### src/rtl/dose_pkg.sv
// Shared state codes, FSM encoding and BCD types for the medication-dose scheduler.
package dose_pkg;

  localparam logic [3:0] ST_RESET = 4'd0;
  localparam logic [3:0] ST_SET   = 4'd1;
  localparam logic [3:0] ST_LOAD  = 4'd2;
  localparam logic [3:0] ST_START = 4'd3;
  localparam logic [3:0] ST_IDLE  = 4'd4;

  localparam int SECS_PER_MIN = 60;

  typedef enum logic [1:0] {
    IDLE,
    RUN,
    ALARM
  } fsmStateT;

  typedef logic [3:0] bcdDigitT;

  // Largest interval (255 min) gives 15300 s, which still fits the 14-bit countdown.
  function automatic logic [13:0] minsToSecs(logic [7:0] mins);
    return 14'({6'd0, mins} * 14'(SECS_PER_MIN));
  endfunction

endpackage

### src/rtl/dose_scheduler_if.sv
// Control, ROM and nurse inputs plus the status outputs of the dose scheduler.
interface dose_scheduler_if;

  logic [3:0]  state;
  logic [23:0] setTime;
  logic        romValid;
  logic [7:0]  romInterval;
  logic        ack;

  logic [23:0] curTime;
  logic [13:0] secsToDose;
  logic        running;
  logic        alarm;
  logic [3:0]  missedCount;

  modport master (
    output state, setTime, romValid, romInterval, ack,
    input  curTime, secsToDose, running, alarm, missedCount
  );

  modport slave (
    input  state, setTime, romValid, romInterval, ack,
    output curTime, secsToDose, running, alarm, missedCount
  );

endinterface

### src/rtl/bcd_clock_12h.sv
// 12-hour BCD wall clock HH:MM:SS with synchronous clear, parallel load and
// a per-second advance strobe.
module bcd_clock_12h
  import dose_pkg::*;
(
  input  logic        clk,
  input  logic        resetN,
  input  logic        clear,
  input  logic        load,
  input  logic [23:0] loadValue,
  input  logic        enable,
  input  logic        tick,
  output logic [23:0] count
);

  bcdDigitT    hT, hU, mT, mU, sT, sU;
  logic [23:0] nextCount;

  assign {hT, hU, mT, mU, sT, sU} = count;

  always_comb begin
    nextCount = count;
    if (sU != 4'd9) begin
      nextCount[3:0] = sU + 4'd1;
    end else begin
      nextCount[3:0] = 4'd0;
      if (sT != 4'd5) begin
        nextCount[7:4] = sT + 4'd1;
      end else begin
        nextCount[7:4] = 4'd0;
        if (mU != 4'd9) begin
          nextCount[11:8] = mU + 4'd1;
        end else begin
          nextCount[11:8] = 4'd0;
          if (mT != 4'd5) begin
            nextCount[15:12] = mT + 4'd1;
          end else begin
            nextCount[15:12] = 4'd0;
            if ({hT, hU} == 8'h12)
              nextCount[23:16] = 8'h01;
            else if (hU == 4'd9)
              nextCount[23:16] = {hT + 4'd1, 4'd0};
            else
              nextCount[23:16] = {hT, hU + 4'd1};
          end
        end
      end
    end
    // Hour 00 only exists straight after reset; the first tick snaps it to 01.
    if ({hT, hU} == 8'h00)
      nextCount[23:16] = 8'h01;
  end

  always_ff @(posedge clk or negedge resetN) begin
    if (!resetN)
      count <= '0;
    else if (clear)
      count <= '0;
    else if (load)
      count <= loadValue;
    else if (enable && tick)
      count <= nextCount;
  end

endmodule

### src/rtl/dose_scheduler.sv
// Dose scheduler: second prescaler, dose countdown, alarm/acknowledge FSM and
// missed-dose tally. Missed counting is built only with DOSE_MISSED_CNT_EN.
//
//   state | meaning
//   IDLE  | clock stopped; accepts time set, interval load and start
//   RUN   | clock and dose countdown running, no alarm pending
//   ALARM | running with a dose alarm waiting for a nurse acknowledge
module dose_scheduler
  import dose_pkg::*;
#(
  parameter int TICKS_PER_SEC   = 50_000_000,
  parameter int ALARM_TIMEOUT_S = 300
) (
  input logic             clk,
  input logic             resetN,
  dose_scheduler_if.slave bus
);

  localparam int PW = (TICKS_PER_SEC > 1) ? $clog2(TICKS_PER_SEC) : 1;
  localparam int AW = (ALARM_TIMEOUT_S > 0) ? $clog2(ALARM_TIMEOUT_S + 1) : 1;

`ifdef DOSE_MISSED_CNT_EN
  localparam bit MISS_EN = 1'b1;
`else
  localparam bit MISS_EN = 1'b0;
`endif

  fsmStateT      fsm;
  logic [PW-1:0] prescaler;
  logic [13:0]   secsQ;
  logic [7:0]    interval;
  logic [AW-1:0] alarmTimer;
  logic [3:0]    missedQ;
  logic          runningQ;
  logic          alarmQ;
  logic          ackPrev;
  logic [23:0]   curTimeQ;

  logic          termCount;
  logic          tick;
  logic          countDown;
  logic          doseDue;
  logic          ackRise;
  logic          timerExpired;
  logic [13:0]   reloadSecs;
  logic [3:0]    missedNext;

  assign termCount    = (prescaler == PW'(TICKS_PER_SEC - 1));
  assign tick         = (fsm != IDLE) && termCount;
  assign countDown    = tick && (interval != 8'd0) && (secsQ != 14'd0);
  assign doseDue      = countDown && (secsQ == 14'd1);
  assign ackRise      = bus.ack && !ackPrev;
  assign timerExpired = tick && (alarmTimer <= AW'(1));
  assign reloadSecs   = minsToSecs(interval);
  assign missedNext   = (MISS_EN && missedQ != 4'hF) ? missedQ + 4'd1 : missedQ;

  bcd_clock_12h uClock (
    .clk       (clk),
    .resetN    (resetN),
    .clear     (bus.state == ST_RESET),
    .load      ((fsm == IDLE) && (bus.state == ST_SET)),
    .loadValue (bus.setTime),
    .enable    (fsm != IDLE),
    .tick      (termCount),
    .count     (curTimeQ)
  );

  always_ff @(posedge clk or negedge resetN) begin
    if (!resetN) begin
      fsm        <= IDLE;
      prescaler  <= '0;
      secsQ      <= '0;
      interval   <= '0;
      alarmTimer <= '0;
      missedQ    <= '0;
      runningQ   <= 1'b0;
      alarmQ     <= 1'b0;
      ackPrev    <= 1'b0;
    end else begin
      ackPrev <= bus.ack;
      if (bus.state == ST_RESET) begin
        fsm        <= IDLE;
        prescaler  <= '0;
        secsQ      <= '0;
        interval   <= '0;
        alarmTimer <= '0;
        missedQ    <= '0;
        runningQ   <= 1'b0;
        alarmQ     <= 1'b0;
      end else begin
        if (fsm != IDLE) begin
          prescaler <= termCount ? '0 : prescaler + PW'(1);
          // A new interval only lands in the countdown at its next reload.
          if (bus.romValid)
            interval <= bus.romInterval;
          if (countDown)
            secsQ <= doseDue ? reloadSecs : secsQ - 14'd1;
        end
        case (fsm)
          IDLE: begin
            if (bus.state == ST_LOAD && bus.romValid)
              interval <= bus.romInterval;
            if (bus.state == ST_START) begin
              fsm       <= RUN;
              runningQ  <= 1'b1;
              secsQ     <= reloadSecs;
              prescaler <= '0;
            end
          end
          RUN: begin
            if (doseDue) begin
              fsm        <= ALARM;
              alarmQ     <= 1'b1;
              alarmTimer <= AW'(ALARM_TIMEOUT_S);
            end
          end
          ALARM: begin
            if (doseDue) begin
              if (!ackRise)
                missedQ <= missedNext;
              alarmTimer <= AW'(ALARM_TIMEOUT_S);
            end else if (ackRise) begin
              alarmQ <= 1'b0;
              fsm    <= RUN;
            end else if (timerExpired) begin
              missedQ <= missedNext;
              alarmQ  <= 1'b0;
              fsm     <= RUN;
            end else if (tick) begin
              alarmTimer <= alarmTimer - AW'(1);
            end
          end
          default: fsm <= IDLE;
        endcase
      end
    end
  end

  assign bus.curTime     = curTimeQ;
  assign bus.secsToDose  = secsQ;
  assign bus.running     = runningQ;
  assign bus.alarm       = alarmQ;
  assign bus.missedCount = MISS_EN ? missedQ : 4'd0;

endmodule

### src/flat_wrapper.sv
// flat-port wrapper written by rule: the top's interface ports become plain ports
module dose_scheduler_flat import dose_pkg::*;
#(
  parameter int TICKS_PER_SEC   = 50_000_000,
  parameter int ALARM_TIMEOUT_S = 300
)
  (clk, resetN, bus_state, bus_setTime, bus_romValid, bus_romInterval, bus_ack, bus_curTime, bus_secsToDose, bus_running, bus_alarm, bus_missedCount);
  dose_scheduler_if bus_i ();
  input logic clk;
  input logic resetN;
  input wire logic [$bits(bus_i.state)-1:0] bus_state;
  input wire logic [$bits(bus_i.setTime)-1:0] bus_setTime;
  input wire logic [$bits(bus_i.romValid)-1:0] bus_romValid;
  input wire logic [$bits(bus_i.romInterval)-1:0] bus_romInterval;
  input wire logic [$bits(bus_i.ack)-1:0] bus_ack;
  output wire logic [$bits(bus_i.curTime)-1:0] bus_curTime;
  output wire logic [$bits(bus_i.secsToDose)-1:0] bus_secsToDose;
  output wire logic [$bits(bus_i.running)-1:0] bus_running;
  output wire logic [$bits(bus_i.alarm)-1:0] bus_alarm;
  output wire logic [$bits(bus_i.missedCount)-1:0] bus_missedCount;
  assign bus_i.state = bus_state;
  assign bus_i.setTime = bus_setTime;
  assign bus_i.romValid = bus_romValid;
  assign bus_i.romInterval = bus_romInterval;
  assign bus_i.ack = bus_ack;
  assign bus_curTime = bus_i.curTime;
  assign bus_secsToDose = bus_i.secsToDose;
  assign bus_running = bus_i.running;
  assign bus_alarm = bus_i.alarm;
  assign bus_missedCount = bus_i.missedCount;
  dose_scheduler #(.TICKS_PER_SEC(TICKS_PER_SEC), .ALARM_TIMEOUT_S(ALARM_TIMEOUT_S)) u_core (.clk(clk), .resetN(resetN), .bus(bus_i));
endmodule
### config.mk
export PLATFORM = sky130hd
export DESIGN_NAME = dose_scheduler_flat
export DESIGN_NICKNAME = d
export VERILOG_FILES = /design/src/rtl/dose_pkg.sv /design/src/rtl/dose_scheduler_if.sv /design/src/rtl/bcd_clock_12h.sv /design/src/rtl/dose_scheduler.sv /design/src/flat_wrapper.sv
export SDC_FILE = /design/constraint.sdc
export NUM_CORES = 1
export LEC_CHECK = 0
export CAP_MARGIN = 20
export CORE_ASPECT_RATIO = 1.1
export CORE_MARGIN = 2
export CORE_UTILIZATION = 50
export DETAILED_ROUTE_END_ITERATION = 12
export HOLD_SLACK_MARGIN = 0.02
export PLACE_DENSITY = 0.81
export SYNTH_ARGS = -nofsm -noshare
export SYNTH_HDL_FRONTEND = slang
export SYNTH_SLANG_ARGS = --single-unit
### constraint.sdc
create_clock -name clk -period 2.97 [get_ports clk]
set_input_delay 0.297 -clock clk [delete_from_list [all_inputs] [get_ports clk]]
set_output_delay 0.297 -clock clk [all_outputs]
set_load 0.03 [all_outputs]
==> Yosys cells after proc, flatten, opt, wreduce, memory -nomap -nowiden <==
Index checks and enable logic that the tools add are counted.
{ "totals": {"rom_bits": 0, "in_bits": 40, "n_memories": 0, "latch_bits": 0, "ramBits": 0, "ff_bits": 86, "elab_cells": 134} }
{ "classes": {"shifts": 0, "n_reduce_logical": 29, "n_mux": 53, "addsub": 9, "div_mod_pow": 0, "mul": 1, "n_eq_ne": 27, "n_lt_le_gt_ge": 1, "bitwise": 0} }
{ "ops": {"columns": ["op", "n"], "rows": [
  ["26-bit two-way mux", 5],
  ["14-bit two-way mux", 6],
  ["24-bit two-way mux", 3],
  ["8-bit two-way mux", 9],
  ["9-bit two-way mux", 6],
  ["4-bit by 3-bit inequality test with 1-bit output (second input constant)", 8],
  ["26-bit by 1-bit adder with 26-bit output (second input constant)", 1],
  ["26-bit equality test (second input constant)", 1],
  ["4-bit by 1-bit adder with 4-bit output (second input constant)", 6],
  ["20-bit two-way mux", 1],
  ["9-bit case mux with 2 select lines", 1],
  ["16-bit two-way mux", 1],
  ["4-bit two-way mux", 4],
  ["3-bit inequality test (second input constant)", 5],
  ["14-bit by 1-bit equality test with 1-bit output (second input constant)", 1],
  ["14-bit nonzero test", 1],
  ["14-bit by 1-bit subtractor with 14-bit output (second input constant)", 1],
  ["8-bit by 4-bit multiplier with 12-bit output (second input constant)", 1],
  ["12-bit two-way mux", 1],
  ["2-bit two-way mux", 6],
  ["4-bit AND reduction", 3],
  ["5-bit AND reduction", 2],
  ["9-bit by 1-bit less-or-equal comparator with 1-bit output (second input constant)", 1],
  ["9-bit by 1-bit subtractor with 9-bit output (second input constant)", 1],
  ["24 further kinds", 45]
]} }

==> Depth between registers and ports, before layout <==
{ "depth": {"depth_word": 11, "ltp_mapped": 11, "ltp_nobuf": 11} }

==> By module <==
From an unflattened synthesis, not the netlist that was laid out.
{ "unflattened": {"hier_cells": 660, "hier_area_um2": 5933.2} }
{ "by_module_without_submodules": {"columns": ["mod", "cells_each", "n_inst", "seq_area_each_um2", "area_each_um2"], "rows": [
  ["dose_scheduler", 467, 1, 1551.5, 4277.9],
  ["bcd_clock_12h", 193, 1, 600.6, 1655.3]
]} }

==> Worst setup path after synthesis <==
OpenSTA, ideal clock, no wires.
{ "synth_timing": {"kind": "reg-to-reg", "from": "reg u_core.interval[0]", "to": "reg u_core.secsQ[12] (netlist: u_core.bus.secsToDose[12])", "setup_ps": 124, "path_slack_ps": -195, "synth_period_minus_slack_ps": 3165, "path_buffers": 0, "path_stages_with_launch": 12, "required_ps": 2846, "arrival_ps": 3041, "cell_sequence": "dfrtp_1 fa_1 inv_1 fa_1 inv_1 fa_1 a21oi_1 nor2b_1 o31a_1 o41ai_1 xnor2_1 a211o_1"} }
{ "synth_between": {"elab_chain_len": 10, "elab_cells_between_ends": 11, "classes_between": "mul (1); mux (6); reduce/logical (4)"} }
{ "synth_lines": {"columns": ["element", "line_no", "text"], "rows": [
  ["start, declared", "dose_scheduler.sv:31", "logic [7:0] interval;"],
  ["start signal, assigned", "dose_scheduler.sv:95", "interval <= bus.romInterval;"],
  ["start signal, assigned", "dose_scheduler.sv:102", "interval <= bus.romInterval;"],
  ["parallel branches: the longest is 8 deep, another holds 8-bit by 4-bit multiplier with 12-bit output", null, null],
  ["14-bit two-way mux (*)", "dose_scheduler.sv:99", "case (fsm)"],
  ["14-bit two-way mux (*)", "dose_scheduler.sv:81", "if (bus.state == ST_RESET) begin"],
  ["end signal, assigned", "dose_scheduler.sv:97", "secsQ <= doseDue ? reloadSecs : secsQ - 14'd1;"],
  ["end signal, assigned", "dose_scheduler.sv:106", "secsQ <= reloadSecs;"],
  ["end, declared", "dose_scheduler.sv:30", "logic [13:0] secsQ;"]
]} }
Mark *: on every way between the ends.
A chain may end at the register's enable or synchronous reset.

==> Worst setup path in the final report <==
Same ends and word-level chain as after synthesis.

==> results.json <==
{
  "io_buffers": 79,
  "cp_data_required_time_ns": 3.21,
  "yosysTopAreaCell": "dfrtp_1",
  "die-area_um2": 12900,
  "cp_cell_sequence": "fa_1, inv_1, fa_1, inv_2, fa_2, a21oi_2, nor2b_1, o31a_1, o41ai_2, xnor2_1, a211o_1",
  "grt-ovfl-total": 0,
  "cts.sinks": 86,
  "fin_crit_ns": 3.155,
  "maxSlewViolCount": 0,
  "grt_max_degree": 87,
  "area_growth_pct": 25.36,
  "place_area_um2": 7112,
  "power.leakage_nw": 3.316,
  "yosys_warnings": 0,
  "synth_area_um2": 6003,
  "setup_viol": 2,
  "die_h_um": 118.9,
  "synth_cell_types": 80,
  "place_hpwl_um": 11440,
  "synth_most_common_cell": "dfrtp_1",
  "cp_data_arrival_time_ns": 3.39,
  "place_congestion": 0.9510,
  "num_io_pins": 84,
  "final_layout_size_suffix_gt1_frac": 0.1199,
  "p_total_mw": 6.973,
  "hold_path_class": "input port to async pin",
  "cts.htree.levels": 3,
  "yosys.area_share.simple": 0.2484,
  "p_per_area_nw_per_um2": 926.6,
  "finalWorstSetupSlack_ns": -0.1847,
  "dpl.cell_count": 914,
  "antenna_found_initial": 0,
  "synth.area.mux_share": 0.02543,
  "postSynthAreaPerCell_um2": 8.894,
  "grt_pass1_wl_um": 26320,
  "status": "finished, violations left",
  "cts_tree": "done",
  "ant_nets": 0,
  "cp_common_cell": "fa_1",
  "cts-buffers-inserted": 9,
  "track_usage": 0.2533,
  "first_pass_iters": 6,
  "die_width_um": 108.5,
  "fmax_mhz": 317.0,
  "cp_max_fo": 2,
  "synth-compound-area-share": 0.1703,
  "synth_xor_area_frac": 0.04377,
  "ys.flop_type": "dfrtp_1",
  "fin_area_um2": 7526,
  "clockBufferDepth": 2,
  "hold_viol_final": 0,
  "synthArstFlopShare": 1.000,
  "num_antenna_cells": 0,
  "worstSetupEndpointType": "flip-flop",
  "ys_top_cells_by_area": "dfrtp_1 (36%), ha_1 (5.6%), fa_1 (4.3%)",
  "ir_drop_v": 0.0009401,
  "avgViaCountPerCell": 6.013,
  "clk_pin_slew_ns": 0.06,
  "core_area_um2": 11590,
  "wire_per_inst_um": 16.93,
  "synth_common_cells": "dfrtp_1 (86), nor2_1 (69), nand2_1 (54)",
  "slowest_stage": "fa_1",
  "grt_pass1_vias": 5450,
  "worstSetupPathType": "flip-flop to flip-flop",
  "cts-root-buf": "clkbuf_16",
  "yosys.area.top_type_share": 0.3585,
  "maxCapViolCount": 0,
  "synth-edff-count": 0,
  "violations": "setup timing",
  "start_util": 0.5178,
  "skew_ns": 0.009402,
  "final_cells": 934,
  "setup.worst_path.start_class": "flip-flop",
  "synth_top_family_by_area": "simple AND/OR/NAND/NOR gates",
  "rsz0062_at_grt": "yes",
  "drt_iter0_markers": 453,
  "post-route-period-util": 1.062,
  "synth_seq_cells": 86,
  "worstMarginPinSlew_ns": 0.6547,
  "wirelength_um": 15820,
  "clock_latency_ns": 0.35,
  "drc_errors": 0,
  "fin_nets": 859,
  "vias": 5616,
  "slew_headroom": 0.5567,
  "num_rows": 41,
  "fillerInstances": 927,
  "synthAdderAreaFrac": 0.09962,
  "syn_inst": 675,
  "cp_slowest_stage_delay_ns": 0.56,
  "ys_seq_area_frac": 0.3585
}
power by group:
group	leakage, nW	switching (mW)	internal (mW)	total (mW)
clock	0.162	0.487	0.783	1.27
combinational	2.02	2.08	1.85	3.93
sequential	1.14	0.362	1.41	1.77
total	3.32	2.93	4.04	6.97
placed cells by master (no fill, tap or decap), drive strengths merged, types with 27 or more instances in the layout:
cell type | netlist | layout
nor2 | 70 | 70
clkdlybuf4s50 | 0 | 78
dfrtp | 86 | 86
nand3 | 29 | 29
a21oi | 45 | 45
nand2 | 57 | 57
ha | 27 | 27
buf | 14 | 40
inv | 43 | 43
o21ai | 30 | 30
final timing paths:
kind / from / end / slack [ns] / cells after the start
max in group asynchronous: resetN / u_core.interval[2] / 1.97 / 3
min: resetN / u_core.bus.secsToDose[9] / 0.37 / 2
max reg2reg: u_core.interval[0] / u_core.bus.secsToDose[12] / -0.18 / 11
min in group clk: bus_ack / u_core.ackPrev / 0.42 / 1
max: u_core.interval[0] / u_core.bus.secsToDose[12] / -0.18 / 11
min reg2reg: u_core.alarmTimer[8] / u_core.alarmTimer[8] / 0.51 / 1
critical path, delay by kind of cell, from the launching register on:
kind	cells	cell delay, ns
AOI/OAI and AO/OA	4	0.96
buffers and inverters	2	0.10
and+or+nand+nor	1	0.07
DFF	1	0.40
adders and majority gates	3	1.40
xor gates and xnor gates	1	0.11
metal layers:
| layer | global-route usage | share of wire |
|---|---|---|
| met4 | 0.1010 | 0.025 |
| met5 | 0 | 0 |
| met1 | 0.3216 | 0.41 |
| met3 | 0.03339 | 0.055 |
| met2 | 0.4324 | 0.51 |
kinds of logic after synthesis:
logic type | Yosys count
fa+ha+maj | 40
mux | 15
compound gates | 155
simple gates | 276
xor+xnor | 30
buf+inv | 72
other cells | 1
flops | 86
per-stage QoR:
stage / hold WS (ns) / worst slack, ns / TNS (ns) / util
after CTS: 0.2192 / -0.1699 / -0.2500 / 0.6452
after global routing: 0.3970 / -0.3235 / -0.6387 / 0.6491
final: 0.3659 / -0.1847 / -0.2465 / 0.6491
after global placement: 0.4894 / -0.1639 / -0.1890 / 0.6134
after detailed placement: 0.4942 / -0.2055 / -0.2723 / 0.6134
after floorplan: 0.001409 / -0.1276 / -0.1276 / -
flip-flops by register name, summed over array words and instances, names as in the netlist:
register,count
u_core.bus.running,1
u_core.fsm,2
u_core.uClock.count,24
u_core.bus.secsToDose,14
u_core.prescaler,26
u_core.alarmTimer,9
u_core.ackPrev,1
u_core.interval,8
u_core.bus.alarm,1
timing repair:
action | in CTS | in global routing
endpoints found under the setup margin | 2 | 4
hold buffers | 0 | 1
cloned | 0 | 0
endpoints found under the hold margin | 0 | 17
pin swaps | 6 | 3
gates resized for setup | 6 | 3
setup buffers | 2 | 1
area by class of cell:
class | instances | area (µm²) | share of cell area
Tap cell | 150 | 187.7 | 0.02494
Clock inverter | 5 | 81.33 | 0.01081
Inverter | 43 | 161.4 | 0.02145
Timing Repair Buffer | 119 | 1111 | 0.1476
Sequential cell | 86 | 2153 | 0.2861
Multi-Input combinational cell | 520 | 3578 | 0.4755
Clock buffer | 11 | 252.7 | 0.03358
(Power assumes the default switching activity.)
